### src/rtl/core_alu_ctl.sv
// ALU control word layout, flag indices and the registered response record
// shared by the ALU execution stage and its sequencer.
package core_alu_ctl;

  // One-hot control word; all-zero means nop, bit 0 is reserved and never legal.
  typedef logic [15:0] control_type;

  localparam int ctl_rsvd = 0;
  localparam int ctl_adc  = 1;
  localparam int ctl_sbc  = 2;
  localparam int ctl_cmp  = 3;
  localparam int ctl_bit  = 4;
  localparam int ctl_and  = 5;
  localparam int ctl_or   = 6;
  localparam int ctl_xor  = 7;
  localparam int ctl_rol  = 8;
  localparam int ctl_ror  = 9;
  localparam int ctl_asl  = 10;
  localparam int ctl_lsr  = 11;
  localparam int ctl_inc  = 12;
  localparam int ctl_dec  = 13;
  localparam int ctl_txl  = 14;
  localparam int ctl_txr  = 15;

  // Flag nibble ordering {N,V,Z,C}.
  localparam int flag_n = 3;
  localparam int flag_v = 2;
  localparam int flag_z = 1;
  localparam int flag_c = 0;
  typedef logic [3:0] flags_type;

  typedef struct packed {
    logic [7:0] result;
    flags_type  flags;
    logic       illegal;
  } alu_resp_type;

  // More than one bit set, or the reserved bit set.
  function automatic logic is_malformed(control_type c);
    return c[ctl_rsvd] | (|(c & (c - 16'd1)));
  endfunction

endpackage

### src/rtl/core_alu_exec_if.sv
// Request/response bundle between the sequencer (master) and the ALU execution stage (slave).
interface core_alu_exec_if;
  import core_alu_ctl::*;

  logic        i_valid;
  logic        o_ready;
  control_type i_control;
  logic [7:0]  i_lhs;
  logic [7:0]  i_rhs;
  flags_type   i_flags;
  logic        o_valid;
  logic        i_ready;
  logic [7:0]  o_result;
  flags_type   o_flags;
  logic        o_illegal;

  modport slave (
    input  i_valid, i_control, i_lhs, i_rhs, i_flags, i_ready,
    output o_ready, o_valid, o_result, o_flags, o_illegal
  );

  modport master (
    output i_valid, i_control, i_lhs, i_rhs, i_flags, i_ready,
    input  o_ready, o_valid, o_result, o_flags, o_illegal
  );
endinterface

### src/rtl/core_alu_ops.sv
// Purely combinational 2A03 ALU: one-hot control word in, result byte and flags out.
// No decimal mode; arithmetic is carried out 9 bits wide.
module core_alu_ops
  import core_alu_ctl::*;
#(
  parameter bit CHECK_ONEHOT = 1'b1
) (
  input  control_type i_control,
  input  logic [7:0]  i_lhs,
  input  logic [7:0]  i_rhs,
  input  flags_type   i_flags,
  output logic [7:0]  o_result,
  output flags_type   o_flags,
  output logic        o_illegal
);

  logic [8:0] w_sum_adc;
  logic [8:0] w_sum_sbc;
  logic [8:0] w_diff_cmp;
  logic       w_illegal;
  logic       w_set_nz;

  assign w_illegal  = CHECK_ONEHOT ? is_malformed(i_control) : 1'b0;
  assign w_sum_adc  = {1'b0, i_lhs} + {1'b0, i_rhs} + {8'd0, i_flags[flag_c]};
  assign w_sum_sbc  = {1'b0, i_lhs} + {1'b0, ~i_rhs} + {8'd0, i_flags[flag_c]};
  assign w_diff_cmp = {1'b0, i_lhs} + {1'b0, ~i_rhs} + 9'd1;
  assign o_illegal  = w_illegal;

  // Operation select; malformed words fall through as nop (r=lhs, flags pass).
  always_comb begin
    o_result = i_lhs;
    o_flags  = i_flags;
    w_set_nz = 1'b0;
    if (!w_illegal) begin
      if (i_control[ctl_adc]) begin
        o_result        = w_sum_adc[7:0];
        o_flags[flag_c] = w_sum_adc[8];
        o_flags[flag_v] = (i_lhs[7] == i_rhs[7]) && (w_sum_adc[7] != i_lhs[7]);
        w_set_nz        = 1'b1;
      end else if (i_control[ctl_sbc]) begin
        o_result        = w_sum_sbc[7:0];
        o_flags[flag_c] = w_sum_sbc[8];
        o_flags[flag_v] = (i_lhs[7] != i_rhs[7]) && (w_sum_sbc[7] != i_lhs[7]);
        w_set_nz        = 1'b1;
      end else if (i_control[ctl_cmp]) begin
        o_flags[flag_c] = w_diff_cmp[8];
        o_flags[flag_n] = w_diff_cmp[7];
        o_flags[flag_z] = (w_diff_cmp[7:0] == 8'd0);
      end else if (i_control[ctl_bit]) begin
        o_flags[flag_z] = ((i_lhs & i_rhs) == 8'd0);
        o_flags[flag_n] = i_rhs[7];
        o_flags[flag_v] = i_rhs[6];
      end else if (i_control[ctl_and]) begin
        o_result = i_lhs & i_rhs;
        w_set_nz = 1'b1;
      end else if (i_control[ctl_or]) begin
        o_result = i_lhs | i_rhs;
        w_set_nz = 1'b1;
      end else if (i_control[ctl_xor]) begin
        o_result = i_lhs ^ i_rhs;
        w_set_nz = 1'b1;
      end else if (i_control[ctl_rol]) begin
        o_result        = {i_rhs[6:0], i_flags[flag_c]};
        o_flags[flag_c] = i_rhs[7];
        w_set_nz        = 1'b1;
      end else if (i_control[ctl_ror]) begin
        o_result        = {i_flags[flag_c], i_rhs[7:1]};
        o_flags[flag_c] = i_rhs[0];
        w_set_nz        = 1'b1;
      end else if (i_control[ctl_asl]) begin
        o_result        = {i_rhs[6:0], 1'b0};
        o_flags[flag_c] = i_rhs[7];
        w_set_nz        = 1'b1;
      end else if (i_control[ctl_lsr]) begin
        o_result        = {1'b0, i_rhs[7:1]};
        o_flags[flag_c] = i_rhs[0];
        w_set_nz        = 1'b1;
      end else if (i_control[ctl_inc]) begin
        o_result = i_rhs + 8'd1;
        w_set_nz = 1'b1;
      end else if (i_control[ctl_dec]) begin
        o_result = i_rhs - 8'd1;
        w_set_nz = 1'b1;
      end else if (i_control[ctl_txl]) begin
        w_set_nz = 1'b1;
      end else if (i_control[ctl_txr]) begin
        o_result = i_rhs;
        w_set_nz = 1'b1;
      end
    end
    if (w_set_nz) begin
      o_flags[flag_n] = o_result[7];
      o_flags[flag_z] = (o_result == 8'd0);
    end
  end

endmodule

### src/rtl/core_alu_exec.sv
// ALU execution stage: combinational ALU feeding a registered output stage
// backed by one skid entry, so the sequencer can issue one op per clock and
// a single stalled cycle never loses an accepted request.
module core_alu_exec
  import core_alu_ctl::*;
#(
  parameter bit CHECK_ONEHOT = 1'b1
) (
  input  logic            clk,
  input  logic            rst_n,
  core_alu_exec_if.slave  bus
);

  logic [7:0]   w_new_result;
  flags_type    w_new_flags;
  logic         w_new_illegal;
  alu_resp_type w_new;
  logic         w_accept;
  logic         w_out_free;

  alu_resp_type r_out;
  logic         r_out_valid;
  alu_resp_type r_skid;
  logic         r_skid_valid;

  core_alu_ops #(.CHECK_ONEHOT(CHECK_ONEHOT)) u_ops (
    .i_control (bus.i_control),
    .i_lhs     (bus.i_lhs),
    .i_rhs     (bus.i_rhs),
    .i_flags   (bus.i_flags),
    .o_result  (w_new_result),
    .o_flags   (w_new_flags),
    .o_illegal (w_new_illegal)
  );

  assign w_new      = '{result: w_new_result, flags: w_new_flags, illegal: w_new_illegal};
  assign w_accept   = bus.i_valid & ~r_skid_valid;
  assign w_out_free = ~r_out_valid | bus.i_ready;

  assign bus.o_ready   = ~r_skid_valid;
  assign bus.o_valid   = r_out_valid;
  assign bus.o_result  = r_out.result;
  assign bus.o_flags   = r_out.flags;
  assign bus.o_illegal = r_out.illegal;

  // Output stage: refill from the skid entry first so order is preserved, else from the ALU.
  always_ff @(posedge clk or negedge rst_n) begin
    if (!rst_n) begin
      r_out_valid <= 1'b0;
      r_out       <= '0;
    end else if (w_out_free) begin
      if (r_skid_valid) begin
        r_out_valid <= 1'b1;
        r_out       <= r_skid;
      end else if (w_accept) begin
        r_out_valid <= 1'b1;
        r_out       <= w_new;
      end else begin
        r_out_valid <= 1'b0;
      end
    end
  end

  // Skid entry: catches a request accepted while the output is stalled; drains whenever the output moves.
  always_ff @(posedge clk or negedge rst_n) begin
    if (!rst_n) begin
      r_skid_valid <= 1'b0;
      r_skid       <= '0;
    end else if (w_out_free) begin
      r_skid_valid <= 1'b0;
    end else if (w_accept) begin
      r_skid_valid <= 1'b1;
      r_skid       <= w_new;
    end
  end

endmodule

### src/flat_wrapper.sv
// flat-port wrapper written by rule: the top's interface ports become plain ports
module core_alu_exec_flat import core_alu_ctl::*;
#(
  parameter bit CHECK_ONEHOT = 1'b1
)
  (clk, rst_n, bus_i_valid, bus_i_control, bus_i_lhs, bus_i_rhs, bus_i_flags, bus_i_ready, bus_o_ready, bus_o_valid, bus_o_result, bus_o_flags, bus_o_illegal);
  core_alu_exec_if bus_i ();
  input  logic clk;
  input  logic rst_n;
  input wire logic [$bits(bus_i.i_valid)-1:0] bus_i_valid;
  input wire logic [$bits(bus_i.i_control)-1:0] bus_i_control;
  input wire logic [$bits(bus_i.i_lhs)-1:0] bus_i_lhs;
  input wire logic [$bits(bus_i.i_rhs)-1:0] bus_i_rhs;
  input wire logic [$bits(bus_i.i_flags)-1:0] bus_i_flags;
  input wire logic [$bits(bus_i.i_ready)-1:0] bus_i_ready;
  output wire logic [$bits(bus_i.o_ready)-1:0] bus_o_ready;
  output wire logic [$bits(bus_i.o_valid)-1:0] bus_o_valid;
  output wire logic [$bits(bus_i.o_result)-1:0] bus_o_result;
  output wire logic [$bits(bus_i.o_flags)-1:0] bus_o_flags;
  output wire logic [$bits(bus_i.o_illegal)-1:0] bus_o_illegal;
  assign bus_i.i_valid = bus_i_valid;
  assign bus_i.i_control = bus_i_control;
  assign bus_i.i_lhs = bus_i_lhs;
  assign bus_i.i_rhs = bus_i_rhs;
  assign bus_i.i_flags = bus_i_flags;
  assign bus_i.i_ready = bus_i_ready;
  assign bus_o_ready = bus_i.o_ready;
  assign bus_o_valid = bus_i.o_valid;
  assign bus_o_result = bus_i.o_result;
  assign bus_o_flags = bus_i.o_flags;
  assign bus_o_illegal = bus_i.o_illegal;
  core_alu_exec #(.CHECK_ONEHOT(CHECK_ONEHOT)) u_core (.clk(clk), .rst_n(rst_n), .bus(bus_i));
endmodule
### config.mk
export PLATFORM = sky130hd
export DESIGN_NAME = core_alu_exec_flat
export DESIGN_NICKNAME = d
export VERILOG_FILES = /design/src/rtl/core_alu_ctl.sv /design/src/rtl/core_alu_exec_if.sv /design/src/rtl/core_alu_ops.sv /design/src/rtl/core_alu_exec.sv /design/src/flat_wrapper.sv
export SDC_FILE = /design/constraint.sdc
export NUM_CORES = 1
export LEC_CHECK = 0
export ABC_CLOCK_PERIOD_IN_PS = 3800
export BUFFER_PORTS_ARGS = -buffer_cell sky130_fd_sc_hd__buf_2
export CORE_ASPECT_RATIO = 1.25
export CORE_MARGIN = 1.5
export CORE_UTILIZATION = 27
export CTS_BUF_LIST = sky130_fd_sc_hd__clkbuf_16
export DETAILED_ROUTE_END_ITERATION = 10
export PLACE_DENSITY = 0.44
export SYNTH_ARGS = -nofsm -noshare
export SYNTH_HDL_FRONTEND = slang
export SYNTH_SLANG_ARGS = --single-unit
### constraint.sdc
create_clock -name clk -period 3.8 [get_ports clk]
set_input_delay 0.38 -clock clk [delete_from_list [all_inputs] [get_ports clk]]
set_output_delay 0.38 -clock clk [all_outputs]
set_load 0.02 [all_outputs]
==> impl_metrics.json, run 1 <==
{
  "crit_path_end_kind": "flop",
  "worst-r2r-cell-count": 5,
  "seqPwrFrac_pct": 32.3,
  "slew_viol_final": 0,
  "io_buffers": 54,
  "grt_max_degree": 29,
  "postCtsResizedCells": 0,
  "min_period_ps": 3519,
  "drt_pre_antenna_iters": 5,
  "pre_cts_ws_ps": 118.3,
  "timing.final.ws_setup_ps": 281.4,
  "register_area_um2": 700.7,
  "clock_sinks": 28,
  "hold_viol": 0,
  "grt_pass1_vias": 4306,
  "worst-endpoint-arrival_ps": 3700,
  "combinationalPowerShare_pct": 48.2,
  "die_w_um": 114.1,
  "cts_inserted_buffers": 3,
  "wl_um": 15950,
  "p_per_area_nw_per_um2": 258.6,
  "die-area_um2": 16180,
  "crit_type": "in2reg",
  "wire_per_inst_um": 20.55,
  "synth-seq-area-share_pct": 16.83,
  "cts_tree": "done",
  "grt_use_met3_pct": 1.538,
  "placed_cells": 773,
  "die_h_um": 141.8,
  "clkPwrFrac_pct": 19.5,
  "ir_drop_mv": 0.1433,
  "post-route-period-util_pct": 92.59,
  "cts_root_buffer": "clkbuf_16",
  "clk_pin_slew_ps": 70,
  "coreArea_um2": 15010,
  "crit_fanout": 4,
  "hold_buffers": 0,
  "crit_required_ps": 3990,
  "synth_ff_type": "dfrtp_1",
  "drt_iter0_markers": 387,
  "synth.distinct_cells": 76,
  "synth-warning-count": 0,
  "grt_use_met1_pct": 25.05,
  "drc_errors": 0,
  "switchingPower_mw": 0.4955,
  "pin_count": 55,
  "synth_edf_count": 0,
  "cts.path.max_buffers": 2,
  "gr-total-overflow": 0,
  "antenna_found_initial": 0,
  "syn-cell-area_um2": 4164,
  "post_drt_via_cell_ratio": 5.881,
  "dp_hpwl_um": 12560,
  "syn_avg_cell_area_um2": 7.370,
  "cap_viol_max_count": 0,
  "hp-class": "in2async",
  "nets": 667,
  "netSwitchingFraction_pct": 41.20,
  "r2r-start": "u_core.r_skid_valid",
  "syn2layout_area_growth_pct": 11.69,
  "grt.total_usage_pct": 19.47,
  "worstSkewPairLatency_ps": 260,
  "finalSetupTns_ps": 0,
  "worstMarginPinSlew_ps": 1032,
  "start_util_pct": 27.73,
  "syn_nets": 636,
  "timing.reg2reg.setup_slack_ps": 1870,
  "drive_gt1_share_pct": 14.65,
  "place.gp.congestion": 0.9221,
  "grt_pass1_wl_um": 24670,
  "synth-seq-cells": 28,
  "n_antenna_cell": 0,
  "reg2reg_to": "u_core.bus.o_flags[0]",
  "ant_nets": 0,
  "met2_usage_pct": 33.70,
  "outcome": "complete, no violations",
  "internal-power_mw": 0.7072,
  "multi_input_area_um2": 3132,
  "clock_skew_ps": 4.464,
  "htreeDepth": 1,
  "crit_start": "bus_i_rhs[0]",
  "vias": 4564,
  "power.leakage_nw": 1.949,
  "fin_util_pct": 30.98,
  "rows": 50,
  "cp-start-kind": "primary input",
  "rsz0062_at_grt": "false",
  "relSlewSlack_pct": 29.40,
  "cts_setup_buffers": 0,
  "endpoint": "u_core.bus.o_result[3]",
  "synth_cells": 565,
  "layoutNonFillerInstCount": 776,
  "timing.fmax_mhz": 284.2,
  "fillCellCount": 1639,
  "setup_viol": 0,
  "busiest_layer": "met2",
  "synthArstFlopShare_pct": 100.0
}
-- worst max-delay path: stages --
cell	delay (ps)
buf_2	100
inv_1	160
ha_1	200
inv_1	50
fa_1	440
xnor2_1	180
nor3b_1	600
nor4_1	140
a2111oi_0	400
o21ai_0	210
a22oi_1	470
mux2i_1	180
o21ai_0	170
-- logic make-up (layout without fill, tap and decap cells) --
family | after synthesis | after routing | synth area share, %
fa+ha+maj | 32 | 32 | 10.10
mux | 16 | 16 | 3.906
simple gates | 201 | 201 | 25.09
flops | 28 | 28 | 16.83
buf+inv | 78 | 107 | 7.963
compound gates | 191 | 191 | 31.79
xor+xnor | 19 | 19 | 4.327
-- layout by cell type, fill, tap and decap left out, drive strengths merged, types with 7 or more instances in the layout --
cell type / count
ha: 28
xnor2: 13
nand3: 9
buf: 66
or2: 7
a31oi: 10
nor2: 47
a21oi: 39
a2111oi: 10
inv: 37
dfrtp: 28
mux2i: 14
or4: 8
a211oi: 11
nor4: 7
or3: 9
nor3: 12
o221ai: 9
nand2b: 8
nor2b: 11
o21ai: 47
nand2: 57
-- registers in the layout, indices dropped and copies added, names as in the netlist --
register / cells
u_core.bus.o_flags: 4
u_core.bus.o_illegal: 1
u_core.bus.o_result: 8
u_core.bus.o_valid: 1
u_core.r_skid: 13
u_core.r_skid_valid: 1
-- power groups by stage --
| stage | logic (mW) | registers (mW) | clock network [mW] |
|---|---|---|---|
| 6_report | 0.579 | 0.389 | 0.235 |
| 5_1_grt | 0.639 | 0.397 | 0.257 |
| 4_1_cts | 0.576 | 0.389 | 0.244 |
| 3_5_place_dp | 0.574 | 0.395 | 0 |
| 3_3_place_gp | 0.572 | 0.394 | 0 |
| 2_1_floorplan | 0.351 | 0.422 | 0 |
-- how the worst min path moves through the flow --
stage	endpoint	slack, ps	depth (start not counted)
3_5_place_dp	u_core.bus.o_result[2]	440	1
3_3_place_gp	u_core.bus.o_result[4]	440	1
2_1_floorplan	u_core.bus.o_flags[0]	80	0
6_report	u_core.bus.o_result[2]	150	1
4_1_cts	u_core.bus.o_result[2]	160	1
5_1_grt	u_core.bus.o_result[4]	190	1
-- cell usage after synthesis (5+ instances only) --
cell / n / area (µm²)
a31oi_1: 10 / 62.56
o21a_1: 6 / 45.04
a211oi_1: 11 / 82.58
dfrtp_1: 28 / 700.7
ha_1: 28 / 350.3
o211ai_1: 6 / 45.04
nor2b_1: 11 / 68.82
nor2_1: 47 / 176.4
clkbuf_1: 30 / 112.6
nor3b_1: 6 / 45.04
a21oi_1: 39 / 195.2
a221oi_1: 5 / 43.79
or3_1: 9 / 56.30
nor4_1: 6 / 37.54
o221ai_1: 9 / 78.83
xnor2_1: 13 / 113.9
or4_1: 7 / 52.55
xor2_1: 5 / 43.79
inv_1: 36 / 135.1
nand3_1: 9 / 45.04
or2_2: 6 / 37.54
a211o_1: 5 / 43.79
nand2_1: 57 / 214.0
a311oi_1: 5 / 43.79
a2111oi_0: 10 / 87.58
o21ai_0: 43 / 215.2
nor3_1: 12 / 60.06
mux2i_1: 14 / 140.1
nand2b_1: 8 / 50.05
-- metrics by stage --
step / cell area [µm²] / hold WS [ps] / power, mW
after global routing: 4651 / 190.7 / 1.292
after CTS: 4651 / 161.7 / 1.210
final: 4651 / 148.2 / 1.203
after global placement: 4576 / 438.8 / 0.9662
after detailed placement: 4576 / 443.1 / 0.9693
after floorplan: 4164 / 84.41 / 0.7728
-- final cells by class --
| cell class | instances | area share, % |
|---|---|---|
| sequential | 28 | 15.07 |
| clock buffer | 3 | 1.614 |
| timing repair buffer | 66 | 8.017 |
| tap | 182 | 4.896 |
| inverter | 38 | 3.067 |
| multi-input combinational | 459 | 67.34 |
-- routing by layer --
layer	wire length [µm]	vias to the layer above
met5	0	-
met1	6863	2182
met2	7799	197
li1	-	2151
met4	501	0
met3	782	34
(Power assumes the default switching activity.)
==> inputs of run 2 (changes only) <==
Settings changed: ABC_CLOCK_PERIOD_IN_PS 3800 to 3600.
Clock period 3.8 ns to 3.6 ns, I/O delays scaled along.
==> run 2 against run 1 <==
  * Design area up 2.8%
  * Cell count up 2.3%
  * Core utilization up 0.87 points
  * Via count down 1.4%
  * First-iteration DRC count down 23%
  * Clock skew down 3.4 ps
  * Critical path depth down 1
  * Power up 7.5%
  * Combinational power up 9.0%
  * Routed wire length down 0.71%
  * Largest power group unchanged
==> impl_metrics.json, run 2 (synthesis results as in run 1) <==
{
  "combinationalPowerShare_pct": 48.8,
  "p_per_area_nw_per_um2": 270.4,
  "clock_skew_ps": 1.056,
  "crit_path_end_kind": "flop",
  "slew_viol_final": 0,
  "crit_required_ps": 3750,
  "drc_errors": 0,
  "die_h_um": 141.8,
  "ir_drop_mv": 0.1553,
  "worst-r2r-cell-count": 3,
  "min_period_ps": 3219,
  "most-common-layout-cells": "nand2_1 (57), buf_2 (54), nor2_1 (47)",
  "die_w_um": 114.1,
  "top_register": "u_core.r_skid",
  "drt_pre_antenna_iters": 5,
  "place.gp.congestion": 0.9288,
  "clock_sinks": 28,
  "drive_gt1_share_pct": 16.99,
  "rows": 50,
  "vias": 4500,
  "power.leakage_nw": 2.033,
  "grt_pass1_wl_um": 24860,
  "pin_count": 55,
  "cap_viol_max_count": 0,
  "worstSkewPairLatency_ps": 260,
  "fillCellCount": 1650,
  "cp-start-kind": "primary input",
  "critPathSlowestCell": "ha_1",
  "setup_viol": 0,
  "htreeDepth": 1,
  "seqPwrFrac_pct": 31.7,
  "grt.total_usage_pct": 19.49,
  "layout_commonest_cell": "nand2_1",
  "gr-total-overflow": 0,
  "relSlewSlack_pct": 25.19,
  "syn2layout_area_growth_pct": 14.84,
  "crit_fanout": 12,
  "cts_setup_buffers": 0,
  "rsz0062_at_grt": "false",
  "switchingPower_mw": 0.5284,
  "cts_root_buffer": "clkbuf_16",
  "critPathMaxStageDelay_ps": 440,
  "netSwitchingFraction_pct": 40.86,
  "start_util_pct": 27.73,
  "crit_chain": "buf_2, inv_1, ha_1, inv_1, o31a_1, or4_1, a211o_1, and2_0, xnor3_1, a311o_1, nand3_1, nand3_1",
  "clk_pin_slew_ps": 70,
  "internal-power_mw": 0.7648,
  "worst-endpoint-arrival_ps": 3370,
  "wire_per_inst_um": 19.94,
  "dp_hpwl_um": 12630,
  "clkPwrFrac_pct": 19.5,
  "hold_buffers": 0,
  "postCtsResizedCells": 0,
  "die-area_um2": 16180,
  "post_drt_via_cell_ratio": 5.668,
  "reg2reg_to": "u_core.r_skid[3]",
  "drt_iter0_markers": 299,
  "n_antenna_cell": 0,
  "crit_type": "in2reg",
  "timing.fmax_mhz": 310.7,
  "finalSetupTns_ps": 0,
  "post-route-period-util_pct": 89.41,
  "coreArea_um2": 15010,
  "timing.reg2reg.setup_slack_ps": 1680,
  "ant_nets": 0,
  "worstMarginPinSlew_ps": 1120,
  "cts_tree": "done",
  "wl_um": 15830,
  "largest_reg_flops": 13,
  "hold_viol": 0,
  "grt_pass1_vias": 4365,
  "timing.final.ws_setup_ps": 381.3,
  "io_buffers": 54,
  "cts_inserted_buffers": 3,
  "antenna_found_initial": 0,
  "grt_max_degree": 29,
  "cts.path.max_buffers": 2,
  "hp-class": "in2async",
  "nets": 684,
  "r2r-start": "u_core.r_skid_valid",
  "outcome": "complete, no violations",
  "pre_cts_ws_ps": 151.0
}
==> run 2: cell type report <==
| class | instances | area (µm²) | area share [%] |
|---|---|---|---|
| tap | 182 | 227.7 | 4.762 |
| inverter | 38 | 142.6 | 2.983 |
| clock inverter | 1 | 3.754 | 0.07849 |
| multi-input combinational | 459 | 3132 | 65.49 |
| clock buffer | 3 | 75.07 | 1.570 |
| timing repair buffer | 83 | 500.5 | 10.47 |
| sequential | 28 | 700.7 | 14.65 |
==> run 2: critical path, delay by kind of cell <==
family	cells	cell delay [ps]
buffers and inverters	3	520
xor gates and xnor gates	1	350
and+or+nand+nor	4	810
AOI/OAI and AO/OA	3	870
adders and majority gates	1	440
==> run 2: routing by layer <==
metal / vias up / part of all wire, % / routed length (µm) / GRT usage [%]
met1: 2166 / 44 / 6980 / 25.25
met4: 0 / 2.9 / 454 / 6.447
met2: 124 / 50 / 7874 / 34.46
met5: - / 0 / 0 / 0
met3: 26 / 3.3 / 524 / 0.9825
li1: 2184 / - / - / -
==> run 2: power groups by stage <==
stage	registers [mW]	clock network, mW	logic, mW
CTS	0.411	0.261	0.628
global route	0.418	0.271	0.695
global placement	0.415	0	0.623
detailed placement	0.417	0	0.625
finish	0.410	0.253	0.631
floorplan	0.446	0	0.370
==> run 2: through the flow <==
| stage | hold WS (ps) | cells | instance area (µm²) | utilization, % | total power [mW] |
|---|---|---|---|---|---|
| after global routing | 163.6 | 794 | 4782 | 31.85 | 1.384 |
| after CTS | 148.1 | 794 | 4782 | 31.85 | 1.300 |
| after global placement | 414.4 | 790 | 4703 | 31.32 | 1.038 |
| final | 116.7 | 794 | 4782 | 31.85 | 1.293 |
| after detailed placement | 430.9 | 790 | 4703 | 31.32 | 1.042 |
| after floorplan | 64.41 | 565 | 4164 | - | 0.8157 |
==> run 2: worst max-delay path by stage <==
stage	startpoint	to	slack [ps]	cells past startpoint
detailed placement	bus_i_rhs[3]	u_core.bus.o_flags[2]	150	12
CTS	bus_i_rhs[3]	u_core.bus.o_flags[2]	420	12
global route	bus_i_rhs[3]	u_core.r_skid[1]	210	12
floorplan	bus_i_rhs[2]	u_core.bus.o_flags[2]	150	14
finish	bus_i_rhs[3]	u_core.bus.o_flags[2]	380	12
global placement	bus_i_rhs[3]	u_core.bus.o_flags[2]	180	12
